[src/rtl/glb_interrupt_collector.sv]
// glb_interrupt_collector
//   Gathers per-tile interrupt pulses from all global buffer tiles into
//   sticky write-1-to-clear status registers and saturating per-class event
//   counters. It drives one level interrupt, gated by a per-class enable mask.
//
// Ports
//   clk, reset                  clock and asynchronous active-high reset
//   strm_f2g_interrupt_pulse    per-tile f2g-done pulses (1 cycle each)
//   strm_g2f_interrupt_pulse    per-tile g2f-done pulses
//   pcfg_g2f_interrupt_pulse    per-tile parallel-config-done pulses
//   cfg_wr_en/addr/data         single-beat register write port
//   cfg_rd_en/addr              single-beat register read request
//   cfg_rd_data/_valid          registered read response, one cycle after request
//   interrupt                   registered level interrupt to the processor
//
// Register map (word address)
//   0x0 IER (RW, bits[2:0] = {pcfg, g2f, f2g})   0x1 ISR (RO)
//   0x2/0x3/0x4 F2G/G2F/PCFG_STATUS (W1C)
//   0x5/0x6/0x7 F2G/G2F/PCFG_COUNT (any write clears)
module glb_interrupt_collector #(
  parameter int NUM_GLB_TILES  = 16,
  parameter int CFG_ADDR_WIDTH = 4,
  parameter int CFG_DATA_WIDTH = 32
) (
  input  logic                      clk,
  input  logic                      reset,
  input  logic [NUM_GLB_TILES-1:0]  strm_f2g_interrupt_pulse,
  input  logic [NUM_GLB_TILES-1:0]  strm_g2f_interrupt_pulse,
  input  logic [NUM_GLB_TILES-1:0]  pcfg_g2f_interrupt_pulse,
  input  logic                      cfg_wr_en,
  input  logic [CFG_ADDR_WIDTH-1:0] cfg_wr_addr,
  input  logic [CFG_DATA_WIDTH-1:0] cfg_wr_data,
  input  logic                      cfg_rd_en,
  input  logic [CFG_ADDR_WIDTH-1:0] cfg_rd_addr,
  output logic [CFG_DATA_WIDTH-1:0] cfg_rd_data,
  output logic                      cfg_rd_data_valid,
  output logic                      interrupt
);

  localparam int CNT_W = 16;
  localparam int POP_W = 6;  // holds popcount up to 32 tiles

  localparam logic [CFG_ADDR_WIDTH-1:0] ADDR_IER        = CFG_ADDR_WIDTH'(0);
  localparam logic [CFG_ADDR_WIDTH-1:0] ADDR_ISR        = CFG_ADDR_WIDTH'(1);
  localparam logic [CFG_ADDR_WIDTH-1:0] ADDR_F2G_STATUS = CFG_ADDR_WIDTH'(2);
  localparam logic [CFG_ADDR_WIDTH-1:0] ADDR_G2F_STATUS = CFG_ADDR_WIDTH'(3);
  localparam logic [CFG_ADDR_WIDTH-1:0] ADDR_PCFG_STATUS= CFG_ADDR_WIDTH'(4);
  localparam logic [CFG_ADDR_WIDTH-1:0] ADDR_F2G_COUNT  = CFG_ADDR_WIDTH'(5);
  localparam logic [CFG_ADDR_WIDTH-1:0] ADDR_G2F_COUNT  = CFG_ADDR_WIDTH'(6);
  localparam logic [CFG_ADDR_WIDTH-1:0] ADDR_PCFG_COUNT = CFG_ADDR_WIDTH'(7);

  logic [NUM_GLB_TILES-1:0] f2g_q, g2f_q, pcfg_q;
  logic [NUM_GLB_TILES-1:0] f2g_status, g2f_status, pcfg_status;
  logic [CNT_W-1:0]         f2g_count, g2f_count, pcfg_count;
  logic [2:0]               ier;
  logic [2:0]               isr;
  logic [CFG_DATA_WIDTH-1:0] rd_mux;

  logic wr_ier, wr_f2g_st, wr_g2f_st, wr_pcfg_st;
  logic wr_f2g_cnt, wr_g2f_cnt, wr_pcfg_cnt;

  // Data bits beyond the widest register field are don't-care on writes.
  logic unused_wr_data;
  assign unused_wr_data = ^cfg_wr_data;

  assign wr_ier      = cfg_wr_en && (cfg_wr_addr == ADDR_IER);
  assign wr_f2g_st   = cfg_wr_en && (cfg_wr_addr == ADDR_F2G_STATUS);
  assign wr_g2f_st   = cfg_wr_en && (cfg_wr_addr == ADDR_G2F_STATUS);
  assign wr_pcfg_st  = cfg_wr_en && (cfg_wr_addr == ADDR_PCFG_STATUS);
  assign wr_f2g_cnt  = cfg_wr_en && (cfg_wr_addr == ADDR_F2G_COUNT);
  assign wr_g2f_cnt  = cfg_wr_en && (cfg_wr_addr == ADDR_G2F_COUNT);
  assign wr_pcfg_cnt = cfg_wr_en && (cfg_wr_addr == ADDR_PCFG_COUNT);

  assign isr = {|pcfg_status, |g2f_status, |f2g_status};

  function automatic logic [POP_W-1:0] popcount(input logic [NUM_GLB_TILES-1:0] v);
    logic [POP_W-1:0] c;
    c = '0;
    for (int unsigned i = 0; i < NUM_GLB_TILES; i++) c = c + POP_W'(v[i]);
    return c;
  endfunction

  // A clear in the same cycle as new events restarts from the new events,
  // so they are not lost.
  function automatic logic [CNT_W-1:0] count_next(input logic [CNT_W-1:0]         cur,
                                                  input logic [NUM_GLB_TILES-1:0] p,
                                                  input logic                     clr);
    logic [CNT_W:0]   sum;
    logic [POP_W-1:0] pc;
    pc  = popcount(p);
    sum = {1'b0, cur} + (CNT_W+1)'(pc);
    if (clr)           return CNT_W'(pc);
    else if (sum[CNT_W]) return '1;
    else               return sum[CNT_W-1:0];
  endfunction

  // New pulses take priority over a write-1-to-clear of the same bit.
  function automatic logic [NUM_GLB_TILES-1:0] status_next(input logic [NUM_GLB_TILES-1:0] cur,
                                                           input logic [NUM_GLB_TILES-1:0] p,
                                                           input logic                     hit);
    return p | (cur & ~({NUM_GLB_TILES{hit}} & cfg_wr_data[NUM_GLB_TILES-1:0]));
  endfunction

  always_comb begin
    rd_mux = '0;
    case (cfg_rd_addr)
      ADDR_IER:         rd_mux = CFG_DATA_WIDTH'(ier);
      ADDR_ISR:         rd_mux = CFG_DATA_WIDTH'(isr);
      ADDR_F2G_STATUS:  rd_mux = CFG_DATA_WIDTH'(f2g_status);
      ADDR_G2F_STATUS:  rd_mux = CFG_DATA_WIDTH'(g2f_status);
      ADDR_PCFG_STATUS: rd_mux = CFG_DATA_WIDTH'(pcfg_status);
      ADDR_F2G_COUNT:   rd_mux = CFG_DATA_WIDTH'(f2g_count);
      ADDR_G2F_COUNT:   rd_mux = CFG_DATA_WIDTH'(g2f_count);
      ADDR_PCFG_COUNT:  rd_mux = CFG_DATA_WIDTH'(pcfg_count);
      default:          rd_mux = '0;
    endcase
  end

  always_ff @(posedge clk or posedge reset) begin
    if (reset) begin
      f2g_q             <= '0;
      g2f_q             <= '0;
      pcfg_q            <= '0;
      f2g_status        <= '0;
      g2f_status        <= '0;
      pcfg_status       <= '0;
      f2g_count         <= '0;
      g2f_count         <= '0;
      pcfg_count        <= '0;
      ier               <= '0;
      interrupt         <= 1'b0;
      cfg_rd_data       <= '0;
      cfg_rd_data_valid <= 1'b0;
    end else begin
      f2g_q  <= strm_f2g_interrupt_pulse;
      g2f_q  <= strm_g2f_interrupt_pulse;
      pcfg_q <= pcfg_g2f_interrupt_pulse;

      f2g_status  <= status_next(f2g_status,  f2g_q,  wr_f2g_st);
      g2f_status  <= status_next(g2f_status,  g2f_q,  wr_g2f_st);
      pcfg_status <= status_next(pcfg_status, pcfg_q, wr_pcfg_st);

      f2g_count  <= count_next(f2g_count,  f2g_q,  wr_f2g_cnt);
      g2f_count  <= count_next(g2f_count,  g2f_q,  wr_g2f_cnt);
      pcfg_count <= count_next(pcfg_count, pcfg_q, wr_pcfg_cnt);

      if (wr_ier) ier <= cfg_wr_data[2:0];

      // Driven from the registered status/enable, one stage after they settle.
      interrupt <= |(isr & ier);

      // Reads sample the registers before this edge's updates.
      cfg_rd_data_valid <= cfg_rd_en;
      if (cfg_rd_en) cfg_rd_data <= rd_mux;
    end
  end

endmodule

[config.mk]
export PLATFORM = sky130hd
export DESIGN_NAME = glb_interrupt_collector
export DESIGN_NICKNAME = d
export VERILOG_FILES = /design/src/rtl/glb_interrupt_collector.sv
export SDC_FILE = /design/constraint.sdc
export NUM_CORES = 1
export LEC_CHECK = 0
export CORE_UTILIZATION = 54
export CTS_CLUSTER_DIAMETER = 80
export DETAILED_ROUTE_END_ITERATION = 10
export PLACE_DENSITY_LB_ADDON = 0.08
export SYNTH_ARGS = -nofsm -noshare
export SYNTH_HDL_FRONTEND = slang
export SYNTH_SLANG_ARGS = --single-unit
[constraint.sdc]
create_clock -name clk -period 8.2 [get_ports clk]
set_clock_uncertainty 0.15 [all_clocks]
set_input_delay 1.64 -clock clk [delete_from_list [all_inputs] [get_ports clk]]
set_output_delay 1.64 -clock clk [all_outputs]
set_load 0.01 [all_outputs]
After elaboration in Yosys (flattened, before gate mapping)
Cells that the tools add are included.
{"block": "classes", "add_sub_neg": 48, "n_eq_ne": 13, "n_mux": 7, "n_bitwise": 13, "n_reduce_logical": 13}
{"cell": "6-bit by 1-bit adder with 6-bit output", "n": 30}
{"cell": "16-bit case mux with 8 select lines", "n": 1}
{"cell": "16-bit AND", "n": 6}
{"cell": "16-bit 2-to-1 mux", "n": 6}
{"cell": "16-bit by 6-bit adder with 17-bit output", "n": 3}
{"cell": "16-bit NOT", "n": 3}
{"cell": "16-bit OR", "n": 3}
{"cell": "16-bit OR reduction", "n": 3}
{"cell": "4-bit by 3-bit equality test with 1-bit output (second input constant)", "n": 8}
{"cell": "5-bit by 1-bit adder with 6-bit output", "n": 3}
{"cell": "4-bit by 2-bit equality test with 1-bit output (second input constant)", "n": 4}
{"cell": "4-bit by 1-bit adder with 5-bit output", "n": 3}
{"cell": "3-bit by 1-bit adder with 4-bit output", "n": 3}
{"cell": "2-bit by 1-bit adder with 3-bit output", "n": 3}
{"cell": "4-bit logical NOT", "n": 2}
{"cell": "1-bit logical AND", "n": 7}
{"cell": "1-bit by 1-bit adder with 2-bit output", "n": 3}
{"cell": "4-bit by 1-bit equality test with 1-bit output (second input constant)", "n": 1}
{"cell": "3-bit AND", "n": 1}
{"cell": "3-bit OR reduction", "n": 1}
{"block": "word_totals", "ff_bits": 181, "in_bits": 92, "out_inout_bits": 34, "elab_cells": 107}

Longest topological paths before layout
{"block": "depth", "word_depth": 18, "mapped_depth": 19, "depth_no_buf": 18}

Worst setup path before layout
No wires, ideal clock.
{"block": "synth_timing", "path_kind": "register to register", "start": "register f2g_q[0]", "end": "register f2g_count[11]", "setup_time_ps": 99, "t_arrival_ps": 4439, "required_time_ps": 7951, "setup_slack_ps": 3512, "path_stages_with_launch": 17, "n_path_buf": 0, "synth_period_minus_slack_ps": 4688, "path_cell_list": "dfrtp_1 inv_1 fa_1 fa_1 fa_1 fa_1 inv_1 ha_1 a21o_1 a21oi_1 xor2_1 inv_1 ha_1 a21o_1 a221oi_2 nor2_1 a311oi_1"}
{"block": "synth_via", "elab_chain_len": 18}
{"item": "from (decl)", "line": "52", "rtl": "logic [NUM_GLB_TILES-1:0] f2g_q, g2f_q, pcfg_q;"}
{"item": "from (signal assigned)", "line": "135", "rtl": "f2g_q <= strm_f2g_interrupt_pulse;"}
{"item": "1-bit by 1-bit adder with 2-bit output", "line": "79", "rtl": "for (int unsigned i = 0; i < NUM_GLB_TILES; i++) c = c + POP_W'(v[i]);"}
{"item": "2-bit by 1-bit adder with 3-bit output", "line": "79"}
{"item": "3-bit by 1-bit adder with 4-bit output", "line": "79"}
{"item": "4-bit by 1-bit adder with 5-bit output", "line": "79"}
{"item": "5-bit by 1-bit adder with 6-bit output", "line": "79"}
{"item": "6-bit by 1-bit adder with 6-bit output (10 in series)", "line": "79"}
{"item": "16-bit by 6-bit adder with 17-bit output", "line": "91", "rtl": "sum = {1'b0, cur} + (CNT_W+1)'(pc);"}
{"item": "16-bit 2-to-1 mux", "line": "93", "rtl": "else if (sum[CNT_W]) return '1;"}
{"item": "16-bit 2-to-1 mux", "line": "92", "rtl": "if (clr) return CNT_W'(pc);"}
{"item": "to (signal assigned)", "line": "143", "rtl": "f2g_count <= count_next(f2g_count, f2g_q, wr_f2g_cnt);"}
{"item": "to (decl)", "line": "54", "rtl": "logic [CNT_W-1:0] f2g_count, g2f_count, pcfg_count;"}
Every way passes these cells.
A chain may end at the register's enable or synchronous reset.

Worst setup path in the final report
{"block": "layout_timing", "start": "register pcfg_q[0]", "end": "register pcfg_count[9]"}
{"block": "layout_via", "elab_chain_len": 18}
{"item": "from (decl)", "line": "52"}
{"item": "from (signal assigned)", "line": "137", "rtl": "pcfg_q <= pcfg_g2f_interrupt_pulse;"}
{"item": "1-bit by 1-bit adder with 2-bit output", "line": "79"}
{"item": "2-bit by 1-bit adder with 3-bit output", "line": "79"}
{"item": "3-bit by 1-bit adder with 4-bit output", "line": "79"}
{"item": "4-bit by 1-bit adder with 5-bit output", "line": "79"}
{"item": "5-bit by 1-bit adder with 6-bit output", "line": "79"}
{"item": "6-bit by 1-bit adder with 6-bit output (10 in series)", "line": "79"}
{"item": "16-bit by 6-bit adder with 17-bit output", "line": "91"}
{"item": "16-bit 2-to-1 mux", "line": "93"}
{"item": "16-bit 2-to-1 mux", "line": "92"}
{"item": "to (signal assigned)", "line": "145", "rtl": "pcfg_count <= count_next(pcfg_count, pcfg_q, wr_pcfg_cnt);"}
{"item": "to (decl)", "line": "54"}
Every way passes these cells.

==> results.json <==
{
  "power.share.sequential_pct": 32.0,
  "setup_violations": 0,
  "timing_worst_setup_path_type": "reg2reg",
  "period_share_pct": 64.5,
  "yosysTopAreaCellShare_pct": 45.9,
  "vias_per_cell": 6.20,
  "synthCells": 830,
  "floorplan.io_pins": 126,
  "core-area_mm2": 0.0161,
  "final-instance-count-excl-fill": 1150,
  "clock.fmax_ghz": 0.189,
  "fp.dieArea_mm2": 0.0172,
  "p_int_mw": 2.18,
  "drcViolationCount": 0,
  "slowest_delay_ps": 590,
  "first_iter_violations": 755,
  "crit_top_cell": "sky130_fd_sc_hd__fa_1",
  "cts_tree": "done",
  "crit_path_max_fanout": 14,
  "initial_core_util_pct": 56.0,
  "design_power_total_mw": 3.65,
  "synth_top_area_cells": "sky130_fd_sc_hd__dfrtp_1 46%, sky130_fd_sc_hd__fa_1 7.3%, sky130_fd_sc_hd__a21o_1 5.0%",
  "synth_top_cells_by_count": "165 x sky130_fd_sc_hd__dfrtp_1, 89 x sky130_fd_sc_hd__inv_1, 64 x sky130_fd_sc_hd__nand2_1",
  "timing.critical_path.from": "pcfg_q[0]",
  "synth.yosys.warnings": 0,
  "ctsLongestPathBuffers": 2,
  "reg2reg_depth": 15,
  "p_leak_nw": 4.44,
  "holdBufCountCts": 0,
  "path_clk_slew_ps": 70,
  "postSynthRegisterBits": 165,
  "ys.flop_type": "sky130_fd_sc_hd__dfrtp_1",
  "period_minus_slack_ps": 5290,
  "grt_first_pass_wirelength_mm": 39.5,
  "slew_viol_final": 0,
  "finalWirelength_mm": 24.8,
  "grt_pass1_vias": 7025,
  "cts.sinks": 165,
  "route.vias.total": 7132,
  "reg2reg_slack_ps": 2910,
  "clk_latency_ps": 430,
  "required_time_of_the_critical_path_ps": 8380,
  "die_height_um": 131,
  "vdd.ir_drop.worst_uv": 261,
  "grtUsageTotal_pct": 30.3,
  "run_status": "finished, final reports clean",
  "post_cts_resized": 0,
  "routabilityCongestion": 0.925,
  "io_buffers": 93,
  "cp.buffers_inverters": 2,
  "power-per-cell-area_mw_per_mm2": 345,
  "grt_setup_unrepaired": "false",
  "post_drt_wl_per_cell_um": 21.6,
  "share_comb_of_total_power_pct": 46.3,
  "worst_r2r_endpoint": "pcfg_count[9]",
  "final.setup.tns_ps": 0,
  "synth_edf_count": 0,
  "cts_made_buffers": 17,
  "timing.critical_path.to": "pcfg_count[9]",
  "antenna_violations_before_repair": 0,
  "regToRegStartpoint": "pcfg_q[0]",
  "globalRoute.totalOverflow": 0,
  "cts_post_setup_buffers_inserted": 0,
  "clock_power_share_pct": 21.6,
  "antenna_cells_inserted": 0,
  "crit_path_capture_type": "flop",
  "final_hold_viol_count": 0,
  "most_frequently_used_cell_type_in_the_post_synthesis_netlist": "sky130_fd_sc_hd__dfrtp_1",
  "hold_path.class": "reg2reg",
  "layout-area-overhead-vs-synth_pct": 17.7,
  "pin_count_of_the_biggest_net_entering_global_routing": 86,
  "netlist_area_mm2": 0.00900,
  "dp.final_hpwl_mm": 19.0,
  "detail_route.first_pass.iterations": 5,
  "cts_root_buf": "sky130_fd_sc_hd__clkbuf_16",
  "drt.antenna.violating_nets": 0,
  "timing.hold.ws_ps": 308,
  "die_width_um": 131,
  "switchingPower_mw": 1.47,
  "library_cells_used_by_synthesis": 73,
  "asyncSetResetFlopFracSynth_pct": 100,
  "maxCapViolations": 0,
  "maxSlewHeadroom_pct": 29.6,
  "dp_cells": 1118,
  "cp_num_cells": 15,
  "final_net_count": 1076,
  "worstPathCellList": "inv_1 > fa_1 > fa_1 > fa_1 > fa_1 > inv_1 > ha_1 > fa_1 > a21oi_1 > nor2b_1 > ha_1 > a21oi_1 > o22ai_2 > nand2_2 > a311oi_1",
  "worst-slew-pin-transition_ps": 1050,
  "synth.avg_cell_area_um2": 10.8,
  "critical-path-top-delay-family": "adder cells",
  "placement_rows": 46,
  "critPathSlowestCell": "sky130_fd_sc_hd__fa_1",
  "synth.largest_area_cell": "sky130_fd_sc_hd__dfrtp_1",
  "worstPathArrival_ps": 5470,
  "sequential_element_share_of_the_synthesized_area_pct": 45.9,
  "netSwitchingFraction_pct": 40.3,
  "drive_above_1_share_pct": 7.49,
  "htree_num_levels": 4,
  "cp-start-kind": "flop"
}
[layout make-up]
class,instances,area [um^2]
Inverter,89,339
Clock inverter,12,131
Clock buffer,20,447
Sequential cell,165,4130
Multi-Input combinational cell,552,4330
Fill cell,1227,5460
Tap cell,216,270
Timing Repair Buffer,96,953
[power groups by stage]
stage                     clock network (mW)  logic (mW)  registers, mW
after floorplan                            0        1.31           1.09
after global placement                     0        1.58           1.17
after detailed placement                   0        1.66           1.18
after CTS                              0.799        1.68           1.16
after global routing                   0.839        1.90           1.18
final                                  0.790        1.69           1.17
[sequential cells by signal (all words and copies together), names as in the netlist, 3 cells and up]
register / flops
cfg_rd_data: 16
f2g_count: 16
f2g_q: 16
f2g_status: 16
g2f_count: 16
g2f_q: 16
g2f_status: 16
ier: 3
pcfg_count: 16
pcfg_q: 16
pcfg_status: 16
[kinds of logic (layout without fill, tap and decap cells)]
family	after synthesis	in the layout	synth area share (%)
AOI/OAI and AO/OA	229	229	18.9
xor gates and xnor gates	16	16	1.56
adders and majority gates	63	63	11.5
buffers and inverters	128	217	6.67
DFF	165	165	45.9
muxes	13	13	1.75
other	1	16	0.0417
and+or+nand+nor	215	215	13.6
[per-layer routing]
layer | vias to the layer above | GRT usage, % | share of wire [%]
met5 | - | 0 | 0
met4 | 0 | 10.5 | 2.9
met3 | 51 | 6.44 | 7.0
met2 | 350 | 46.4 | 47
met1 | 3582 | 42.7 | 43
li1 | 3149 | - | -
[worst min-delay path by stage]
stage	start	depth (start not counted)	to	slack, ps
finish	g2f_q[13]	1	g2f_status[13]	310
global placement	f2g_q[7]	1	f2g_status[7]	290
global route	g2f_q[13]	1	g2f_status[13]	320
CTS	g2f_q[13]	1	g2f_status[13]	310
floorplan	f2g_q[0]	1	f2g_status[0]	280
detailed placement	g2f_q[13]	1	g2f_status[13]	300
[stage by stage]
| step | utilization [%] | area [um^2] | setup slack, ps |
|---|---|---|---|
| after floorplan | - | 9060 | 1950 |
| after global placement | 62.4 | 10000 | 3150 |
| after detailed placement | 62.4 | 10000 | 2980 |
| after CTS | 66.0 | 10600 | 2950 |
| after global routing | 66.0 | 10600 | 2640 |
| final | 66.0 | 10600 | 2910 |
[cells in the final DEF, fill, tap and decap left out, types with 4 or more instances in the layout]
cell / netlist / layout
sky130_fd_sc_hd__nor2b_1: 6 / 6
sky130_fd_sc_hd__a22oi_1: 39 / 39
sky130_fd_sc_hd__nor3_2: 5 / 5
sky130_fd_sc_hd__nand3_1: 14 / 14
sky130_fd_sc_hd__dfrtp_1: 165 / 165
sky130_fd_sc_hd__mux2i_1: 9 / 9
sky130_fd_sc_hd__a221oi_2: 4 / 4
sky130_fd_sc_hd__inv_1: 89 / 88
sky130_fd_sc_hd__fa_1: 33 / 33
sky130_fd_sc_hd__and4_1: 5 / 5
sky130_fd_sc_hd__xnor2_1: 9 / 9
sky130_fd_sc_hd__clkdlybuf4s50_1: 0 / 93
sky130_fd_sc_hd__nand2_1: 64 / 64
sky130_fd_sc_hd__nor2_1: 43 / 43
sky130_fd_sc_hd__nor2_2: 4 / 4
sky130_fd_sc_hd__or3_1: 8 / 8
sky130_fd_sc_hd__xor2_1: 7 / 7
sky130_fd_sc_hd__nor3b_1: 4 / 4
sky130_fd_sc_hd__inv_6: 0 / 8
sky130_fd_sc_hd__a21o_1: 60 / 60
sky130_fd_sc_hd__nand4_1: 6 / 6
sky130_fd_sc_hd__a221o_1: 4 / 4
sky130_fd_sc_hd__nor3_1: 6 / 6
sky130_fd_sc_hd__a41oi_1: 20 / 20
sky130_fd_sc_hd__a311oi_1: 9 / 9
sky130_fd_sc_hd__o21ai_0: 8 / 8
sky130_fd_sc_hd__ha_1: 30 / 30
sky130_fd_sc_hd__conb_1: 1 / 16
sky130_fd_sc_hd__clkbuf_16: 0 / 17
sky130_fd_sc_hd__a31oi_1: 25 / 25
sky130_fd_sc_hd__a21oi_1: 36 / 36
sky130_fd_sc_hd__and3_1: 9 / 9
sky130_fd_sc_hd__nor4_1: 13 / 13
Note: power is estimated with default switching activity, not from simulation.
